### config.mk
export PLATFORM = sky130hd
export DESIGN_NAME = bf_addsub
export DESIGN_NICKNAME = d
export VERILOG_FILES = /design/src/rtl/bf_addsub.sv
export SDC_FILE = /design/constraint.sdc
export NUM_CORES = 1
export LEC_CHECK = 0
export BUFFER_PORTS_ARGS = -buffer_cell sky130_fd_sc_hd__buf_2
export CAP_MARGIN = 0
export CORE_MARGIN = 5
export CORE_UTILIZATION = 62
export CTS_CLUSTER_DIAMETER = 120
export CTS_CLUSTER_SIZE = 30
export DETAILED_ROUTE_END_ITERATION = 16
export PLACE_DENSITY = 0.84
export SYNTH_ARGS = -nofsm -noshare
export SYNTH_HDL_FRONTEND = slang
export SYNTH_SLANG_ARGS = --single-unit
### constraint.sdc
create_clock -name clk -period 6.8 [get_ports clk]
set_input_delay 0.34 -clock clk [delete_from_list [all_inputs] [get_ports clk]]
set_output_delay 0.34 -clock clk [all_outputs]
set_load 0.005 [all_outputs]
### src/rtl/bf_addsub.sv
// ----------------------------------------------------------------------------
// bf_addsub : NTT butterfly add/sub stage, (a+t) mod Q and (a-t) mod Q.
// Optional macro BF_DIV2_EN adds an R3 stage that halves both outputs mod Q.
// Revision  : 1.0
// ----------------------------------------------------------------------------
`default_nettype none

module bf_addsub #(
  parameter int DATA_WIDTH    = 12,
  parameter int Q             = 3329,
  parameter int MUL_STAGE_CNT = 3,
  parameter int BF_CNT        = 128
) (
  input  logic                  clk,
  input  logic                  rst,
  input  logic                  in_valid,
  input  logic [DATA_WIDTH-1:0] a,
  input  logic [DATA_WIDTH-1:0] t,
  output logic                  out_valid,
  output logic [DATA_WIDTH-1:0] out_even,
  output logic [DATA_WIDTH-1:0] out_odd,
  output logic                  stage_done
);

  localparam int             W1      = DATA_WIDTH + 1;
  localparam logic [W1-1:0]  C_Q     = W1'(Q);
  localparam int             CW      = $clog2(BF_CNT + 1);
  localparam logic [CW-1:0]  C_LAST  = CW'(BF_CNT - 1);

  logic [DATA_WIDTH-1:0]    a_dl_q [MUL_STAGE_CNT];
  logic [DATA_WIDTH-1:0]    a_dl_d [MUL_STAGE_CNT];
  logic [MUL_STAGE_CNT-1:0] v_dl_q, v_dl_d;

  logic [W1-1:0]         sum_q, sum_d, diff_q, diff_d;
  logic                  v1_q, v1_d;
  logic [DATA_WIDTH-1:0] r2_even_q, r2_even_d, r2_odd_q, r2_odd_d;
  logic                  v2_q, v2_d;
  logic [CW-1:0]         bf_cnt_q, bf_cnt_d;
  logic                  fin_valid;

  always_comb begin
    a_dl_d[0] = a;
    v_dl_d[0] = in_valid;
    for (int i = 1; i < MUL_STAGE_CNT; i++) begin
      a_dl_d[i] = a_dl_q[i-1];
      v_dl_d[i] = v_dl_q[i-1];
    end
    // diff is biased by Q so it never goes negative for t < Q
    sum_d     = {1'b0, a_dl_q[MUL_STAGE_CNT-1]} + {1'b0, t};
    diff_d    = {1'b0, a_dl_q[MUL_STAGE_CNT-1]} + C_Q - {1'b0, t};
    v1_d      = v_dl_q[MUL_STAGE_CNT-1];
    r2_even_d = DATA_WIDTH'((sum_q  >= C_Q) ? sum_q  - C_Q : sum_q);
    r2_odd_d  = DATA_WIDTH'((diff_q >= C_Q) ? diff_q - C_Q : diff_q);
    v2_d      = v1_q;
  end

  always_ff @(posedge clk) begin
    if (rst) begin
      for (int i = 0; i < MUL_STAGE_CNT; i++) a_dl_q[i] <= '0;
      v_dl_q    <= '0;
      sum_q     <= '0;
      diff_q    <= '0;
      v1_q      <= 1'b0;
      r2_even_q <= '0;
      r2_odd_q  <= '0;
      v2_q      <= 1'b0;
    end else begin
      a_dl_q    <= a_dl_d;
      v_dl_q    <= v_dl_d;
      sum_q     <= sum_d;
      diff_q    <= diff_d;
      v1_q      <= v1_d;
      r2_even_q <= r2_even_d;
      r2_odd_q  <= r2_odd_d;
      v2_q      <= v2_d;
    end
  end

`ifdef BF_DIV2_EN
  logic [DATA_WIDTH-1:0] r3_even_q, r3_even_d, r3_odd_q, r3_odd_d;
  logic                  v3_q, v3_d;

  // Multiply by 2^-1 mod Q: odd values are made even by adding Q first
  function automatic logic [DATA_WIDTH-1:0] half_mod(input logic [DATA_WIDTH-1:0] x);
    logic [W1-1:0] s;
    s = x[0] ? ({1'b0, x} + C_Q) : {1'b0, x};
    return DATA_WIDTH'(s >> 1);
  endfunction

  always_comb begin
    r3_even_d = half_mod(r2_even_q);
    r3_odd_d  = half_mod(r2_odd_q);
    v3_d      = v2_q;
  end

  always_ff @(posedge clk) begin
    if (rst) begin
      r3_even_q <= '0;
      r3_odd_q  <= '0;
      v3_q      <= 1'b0;
    end else begin
      r3_even_q <= r3_even_d;
      r3_odd_q  <= r3_odd_d;
      v3_q      <= v3_d;
    end
  end

  assign fin_valid = v3_q;
  assign out_even  = r3_even_q;
  assign out_odd   = r3_odd_q;
`else
  assign fin_valid = v2_q;
  assign out_even  = r2_even_q;
  assign out_odd   = r2_odd_q;
`endif

  always_comb begin
    bf_cnt_d = bf_cnt_q;
    if (fin_valid) bf_cnt_d = (bf_cnt_q == C_LAST) ? '0 : bf_cnt_q + 1'b1;
  end

  always_ff @(posedge clk) begin
    if (rst) bf_cnt_q <= '0;
    else     bf_cnt_q <= bf_cnt_d;
  end

  assign out_valid  = fin_valid;
  assign stage_done = fin_valid && (bf_cnt_q == C_LAST);

endmodule

`default_nettype wire

# Word level (Yosys, flattened, before mapping)
# Cells that the tools add are included.
classes:
  addsub: 6
  magnitude_cmp: 2
  n_eq_ne: 1
  n_mux: 3
  n_reduce_logical: 1
op_table:
  columns: ["op", "count"]
  rows:
  - ["$ge A13 B12 Y1 const B", 2]
  - ["$mux W12", 2]
  - ["$sub A12 B12 Y12 const B", 2]
  - ["$add A12 B12 Y13", 1]
  - ["$add A12 B12 Y13 const B", 1]
  - ["$sub A13 B12 Y13", 1]
  - ["$add A8 B1 Y8 const B", 1]
  - ["$eq A8 B7 Y1 const B", 1]
  - ["$mux W8", 1]
  - ["$logic_and A1 B1 Y1", 1]
word_totals:
  ff_bits: 99
  inputBits: 27

# Logic depth before layout (Yosys ltp)
# Gate-level depths: netlist of the first run.
depth:
  word_depth: 2
  mapped_depth: 11
  depth_no_buf: 11

# Least setup slack after synthesis of the first run
# No wires, ideal clock.
synth_path:
  kind: "input to register"
  from: "in t[2]"
  to: "reg diff_q[12]"
  setup_ps: 121
  arrival_time_ps: 2079
  setup_slack_ps: 4600
  stages: 8
  n_path_buf: 0
  cell_sequence: "inv_1 -> ha_1 -> ha_1 -> a211o_1 -> a21oi_1 -> o21ba_2 -> o211a_1 -> mux2_2"
synth_via:
  elab_chain_cells: 1
synth_rtl:
  columns: ["element", "line", "rtl"]
  rows:
  - ["from (decl)", "18", "input logic [DATA_WIDTH-1:0] t,"]
  - ["$sub A13 B12 Y13", "50", "diff_d = {1'b0, a_dl_q[MUL_STAGE_CNT-1]} + C_Q - {1'b0, t};"]
  - ["to (signal assigned)", "71", "diff_q <= diff_d;"]
  - ["to (decl)", "34", "logic [W1-1:0] sum_q, sum_d, diff_q, diff_d;"]
# No other way between the ends.
# A chain may end at the register's enable or synchronous reset.

# Worst setup path after layout of the first run
layout_path:
  from: "reg a_dl_q[1] (netlist name)"
  to: "reg diff_q[11]"
layout_via:
  elab_chain_cells: 2
layout_rtl:
  columns: ["element", "line", "rtl"]
  rows:
  - ["from (decl)", "30", "logic [DATA_WIDTH-1:0] a_dl_q [MUL_STAGE_CNT];"]
  - ["from (signal assigned)", "68", "a_dl_q <= a_dl_d;"]
  - ["$add A12 B12 Y13", "50", null]
  - ["$sub A13 B12 Y13", "50", null]
# No other way between the ends.

==> results of run 1 <==
-- area by class of cell --
cell class / count / share of cell area
clock buffer: 9 / 0.02419
timing repair buffer: 53 / 0.05230
clock inverter: 7 / 0.01662
inverter: 37 / 0.02713
tap: 99 / 0.02419
sequential: 99 / 0.3871
multi-input combinational: 331 / 0.4685
-- cells by family after synthesis --
family	synth area share
and+or+nand+nor	0.1877
xor gates and xnor gates	0.06320
muxes	0.01696
adders and majority gates	0.1182
DFF	0.4334
buffers and inverters	0.04213
AOI/OAI and AO/OA	0.1384
-- final timing paths --
path,start,endpoint,slack [ns],cells after the start
max,a_dl_q[1]$_SDFF_PP0_,diff_q[11]$_SDFF_PP0_,4.35,11
min,a[7],a_dl_d[19]$_SDFF_PP0_,0.18,2
max reg2reg,a_dl_q[1]$_SDFF_PP0_,diff_q[11]$_SDFF_PP0_,4.35,11
min reg2reg,a_dl_d[14]$_SDFF_PP0_,a_dl_d[2]$_SDFF_PP0_,0.43,1
-- per-layer routing --
metal	wire (um)	track usage	part of all wire	vias to the layer above
li1	-	-	-	1732
met1	3637	0.2365	0.45	1539
met2	3842	0.3063	0.48	89
met3	487	0.05004	0.060	13
met4	112	0.06635	0.014	0
met5	0	0	0	-
-- flip-flops by register name, summed over array words and instances (netlist names) --
name,cells
diff_q,13
a_dl_d,24
bf_cnt_q,8
out_odd,12
v1_q,1
v_dl_q,3
out_even,12
a_dl_q,12
sum_q,13
out_valid,1
-- power groups by stage --
stage	Combinational, mW	Clock, mW	Sequential, mW
after global routing	0.184	0.415	0.641
final	0.164	0.384	0.637
after detailed placement	0.162	0	0.651
after CTS	0.163	0.391	0.637
after global placement	0.158	0	0.649
after floorplan	0.117	0	0.647
-- cells in the final DEF (no fill, tap or decap), types with 5 or more instances in the layout --
cell / n
nand3_1: 6
mux2_2: 5
nand2b_1: 5
nor3_1: 7
xor2_1: 17
xnor2_1: 16
dfxtp_1: 99
ha_1: 40
o21ai_0: 16
inv_1: 37
clkbuf_8: 9
nand2_1: 5
buf_2: 52
a21oi_1: 14
nor2_1: 55
or3_1: 7
nor2b_1: 53
a211oi_1: 13
-- through the flow --
stage,util,std cells
2_1_floorplan,-,481
3_3_place_gp,0.6807,619
3_5_place_dp,0.6807,619
4_1_cts,0.7097,635
5_1_grt,0.7097,635
6_report,0.7097,635
-- worst reg2reg max path: stages, from the launching register on --
cell      delay (ns)
dfxtp_1         0.40
inv_1           0.06
ha_1            0.28
inv_1           0.06
ha_1            0.19
inv_1           0.06
fa_1            0.38
nor2b_1         0.21
o31a_1          0.23
o2111a_1        0.21
o21ai_0         0.08
nor3b_1         0.14
==> flow_summary.yaml, run 1 <==
power:
  ir_worst_vdd_v: 0.0001558
  p_sw_uw: 320.2
  powerDensity_nw_per_um2: 231.3
  finalPower_mw: 1.184
  cellLeakagePower_nw: 2.266
  pwr-share-seq: 0.538
  share_comb_of_total_power: 0.138
  intPower_uw: 864.2
  p_sw_frac: 0.2703
  clkPwrFrac: 0.324
hold_path:
  hp-class: "in -> reg"
synthesis:
  syn_area_per_cell_sq_um: 9.508
  synthTopCellsByArea: "dfxtp_1, ha_1, nor2b_1"
  synthFlopType: "dfxtp_1"
  ys.warnings.count: 0
  post-synth-top-count-cell: "dfxtp_1"
  synth_top_area_frac: 0.4334
  synth_seq_cells: 99
  ys_seq_area_frac: 0.4334
  synth_area_sq_um: 4573
  synth_edf_count: 0
  syn_nets: 550
  synth_cell_types: 57
  postSynthCellCount: 481
  async_flop_share: 0
  ys_top_cells_by_count: "dfxtp_1, nor2_1, nor2b_1, ha_1, inv_1"
  synth_area_leader_cell: "dfxtp_1"
critical_path:
  crit_required_ns: 7.02
  crit_family: "adder cells"
  path_cells: "inv_1 > ha_1 > inv_1 > ha_1 > inv_1 > fa_1 > nor2b_1 > o31a_1 > o2111a_1 > o21ai_0 > nor3b_1"
  cp_max_fo: 4
  arrival_ns: 2.67
  worst_setup_path_end_kind: "flip-flop"
  cp_common_cell: "inv_1"
  cp-start-kind: "flip-flop"
  critPathSlowestCell: "dfxtp_1"
  cp_num_buf_inv: 3
  critical_path_class: "reg -> reg"
  worst_path_largest_cell_delay_ns: 0.40
clock_tree:
  root_buffer: "clkbuf_8"
  cts_tree: "built"
  clock_latency_ns: 0.36
  clk_path_buf_depth: 2
  clkSinkCount: 99
  post-cts-setup-buffers: 0
  htree_levels: 3
  cts_buffers: 9
  cts.repair.resized: 0
  clk_pin_slew_worst_paths_ns: 0.10
  hold_buffers: 0
sta:
  min_period_over_period: 0.3598
  hold_viol: 0
  tns_ns: 0
  relSlewSlack: 0.2761
  tightest_slew_ns: 1.079
  min_period_ns: 2.447
  skew_ns: 0.01086
  layout_setup_ws_ns: 4.353
  maxSlewViolCount: 0
  setup_viol: 0
  max_freq_ghz: 0.4087
  timing.hold.ws_ns: 0.1825
  rsz0062_at_grt: "no"
cells_and_area:
  multi_input_area_sq_um: 2399
  area_delta_synth_final_pct: 11.96
  seqCellArea_sq_um: 1982
  drive_gt1_frac: 0.1586
  n_fill_cell: 551
  n_antenna_cell: 0
  nets: 600
  final_area_sq_um: 5120
place:
  dpl.hpwl_um: 6105
  port_buffers: 52
  place_area_sq_um: 4911
  dp_slack_ns: 4.309
  routabilityCongestion: 0.9080
routing:
  viasPerCell: 5.312
  drt_iter0_drc: 119
  detail-route-antenna-nets: 0
  drc: 0
  wl_per_cell_um: 12.72
  wirelength_um: 8079
  vias: 3373
  firstDrtPassIters: 5
global_routing:
  grt_overflow: 0
  grt_max_degree: 74
  antenna_found_initial: 0
  grt_pass1_wl_um: 13570
  grt_pass1_vias: 3064
  track_usage: 0.1868
die:
  ioPinCount: 53
  std_cell_rows: 31
  fp.dieArea_sq_um: 9194
  initial_core_util: 0.6339
  die_w_um: 95.89
  core_area_sq_um: 7214
  die_h_um: 95.89
flow_run:
  cap_violations: 0
status:
  status: "finished clean"
Power figures use the tool's default switching activity.
==> run 2: changes to the inputs <==
Settings changed: CORE_UTILIZATION 62 to 58, PLACE_DENSITY 0.84 to 0.79.
Clock period 6.8 ns to 2.57 ns, I/O delays scaled along.
==> flow_summary.yaml, run 2 (synthesized netlist as in run 1, its figures left out) <==
sta:
  hold_viol: 1
  max_freq_ghz: 0.4104
  skew_ns: 0.01265
  maxSlewViolCount: 0
  tns_ns: 0
  rsz0062_at_grt: "no"
  layout_setup_ws_ns: 0.1333
  tightest_slew_ns: 0.9196
  timing.hold.ws_ns: -0.002713
  relSlewSlack: 0.3869
  min_period_over_period: 0.9481
  min_period_ns: 2.437
  setup_viol: 0
global_routing:
  antenna_found_initial: 0
  grt_max_degree: 52
  grt_overflow: 0
  grt_pass1_wl_um: 14990
  grt_pass1_vias: 3318
  track_usage: 0.1836
routing:
  wirelength_um: 8331
  firstDrtPassIters: 4
  drt_iter0_drc: 134
  wl_per_cell_um: 12.76
  vias: 3372
  viasPerCell: 5.164
  detail-route-antenna-nets: 0
  drc: 0
die:
  initial_core_util: 0.5949
  fp.dieArea_sq_um: 9760
  ioPinCount: 53
  die_h_um: 98.80
  core_area_sq_um: 7687
  std_cell_rows: 32
  die_w_um: 98.80
cells_and_area:
  nets: 615
  largest_register_ffs: 24
  drive_gt1_frac: 0.1597
  final_common_cell: "dfxtp_1"
  n_antenna_cell: 0
  layout_common_cells: "dfxtp_1, nor2_1, nor2b_1"
  area_delta_synth_final_pct: 15.35
critical_path:
  worst_setup_path_end_kind: "flip-flop"
  arrival_ns: 2.70
  cp_common_cell: "inv_1"
  worst_path_largest_cell_delay_ns: 0.39
  crit_family: "adder cells"
  crit_required_ns: 2.83
  cp-start-kind: "flip-flop"
  crit_cells: 11
  reg2regPathDepth: 11
  critPathSlowestCell: "dfxtp_1"
  cp_num_buf_inv: 3
  critical_path_class: "reg -> reg"
  path_cells: "inv_1 > ha_1 > inv_1 > ha_1 > inv_1 > fa_1 > nor2b_1 > o31a_1 > o2111a_1 > o21ai_0 > nor3b_1"
  cp_max_fo: 4
flow_run:
  cap_violations: 0
clock_tree:
  cts_buffers: 9
  clkSinkCount: 99
  clk_pin_slew_worst_paths_ns: 0.10
  cts_tree: "built"
  clock_latency_ns: 0.37
  post-cts-setup-buffers: 0
  clk_path_buf_depth: 2
  htree_levels: 3
  root_buffer: "clkbuf_8"
power:
  powerDensity_nw_per_um2: 598.8
  ir_worst_vdd_v: 0.0003501
  cellLeakagePower_nw: 2.339
  finalPower_mw: 3.159
hold_path:
  hold_depth: 2
  hp-class: "in -> reg"
status:
  failed_checks: "negative hold slack"
  status: "finished, violations left"
place:
  dpl.hpwl_um: 6277
  routabilityCongestion: 0.9198
  dp_slack_ns: 0.1447
  port_buffers: 52
run 2: changes by cell type in the layout (fill, tap and decap cells not counted):
cell and delta:
inv_8 +1, buf_4 +2, dlygate4sd3_1 +12, clkinvlp_4 -1, buf_12 +1, inv_6 +1, clkinv_8 -1
run 2: area by class of cell:
class,count,area [sq um]
fillers,611,2412
multi-input cells,331,2399
flip-flops and latches,99,1982
repair buffers,68,422.9
inverters,37,138.9
well taps,102,127.6
clock buffers,9,123.9
clock inverters,7,81.33
run 2: timing repair:
action,CTS,global route
hold buffers,12,0
resized for setup,0,0
hold endpoints to repair,12,0
run 2: worst paths after layout:
check                        start               endpoint  slack, ns
min                          a[11]  a_dl_d[23]$_SDFF_PP0_     -0.003
max           a_dl_q[1]$_SDFF_PP0_  diff_q[11]$_SDFF_PP0_       0.13
min reg2reg  a_dl_d[10]$_SDFF_PP0_  a_dl_q[10]$_SDFF_PP0_       0.44
max reg2reg   a_dl_q[1]$_SDFF_PP0_  diff_q[11]$_SDFF_PP0_       0.13
run 2: routing by layer:
metal | share of wire | global-route usage | up-vias
li1 | - | - | 1763
met1 | 0.45 | 0.2329 | 1526
met2 | 0.48 | 0.3079 | 67
met3 | 0.051 | 0.03892 | 16
met4 | 0.019 | 0.06618 | 0
met5 | 0 | 0 | -
run 2: metrics by stage:
stage          utilization  area (sq um)  cells
4_1_cts             0.6862          5275    653
5_1_grt             0.6862          5275    653
3_5_place_dp        0.6439          4950    625
2_1_floorplan            -          4573    481
6_report            0.6862          5275    653
3_3_place_gp        0.6439          4950    625
run 2: power by group:
part           internal [mW]  total, mW  switching [mW]
sequential              1.63       1.69          0.0609
combinational          0.213      0.452           0.239
clock                  0.467       1.02           0.553
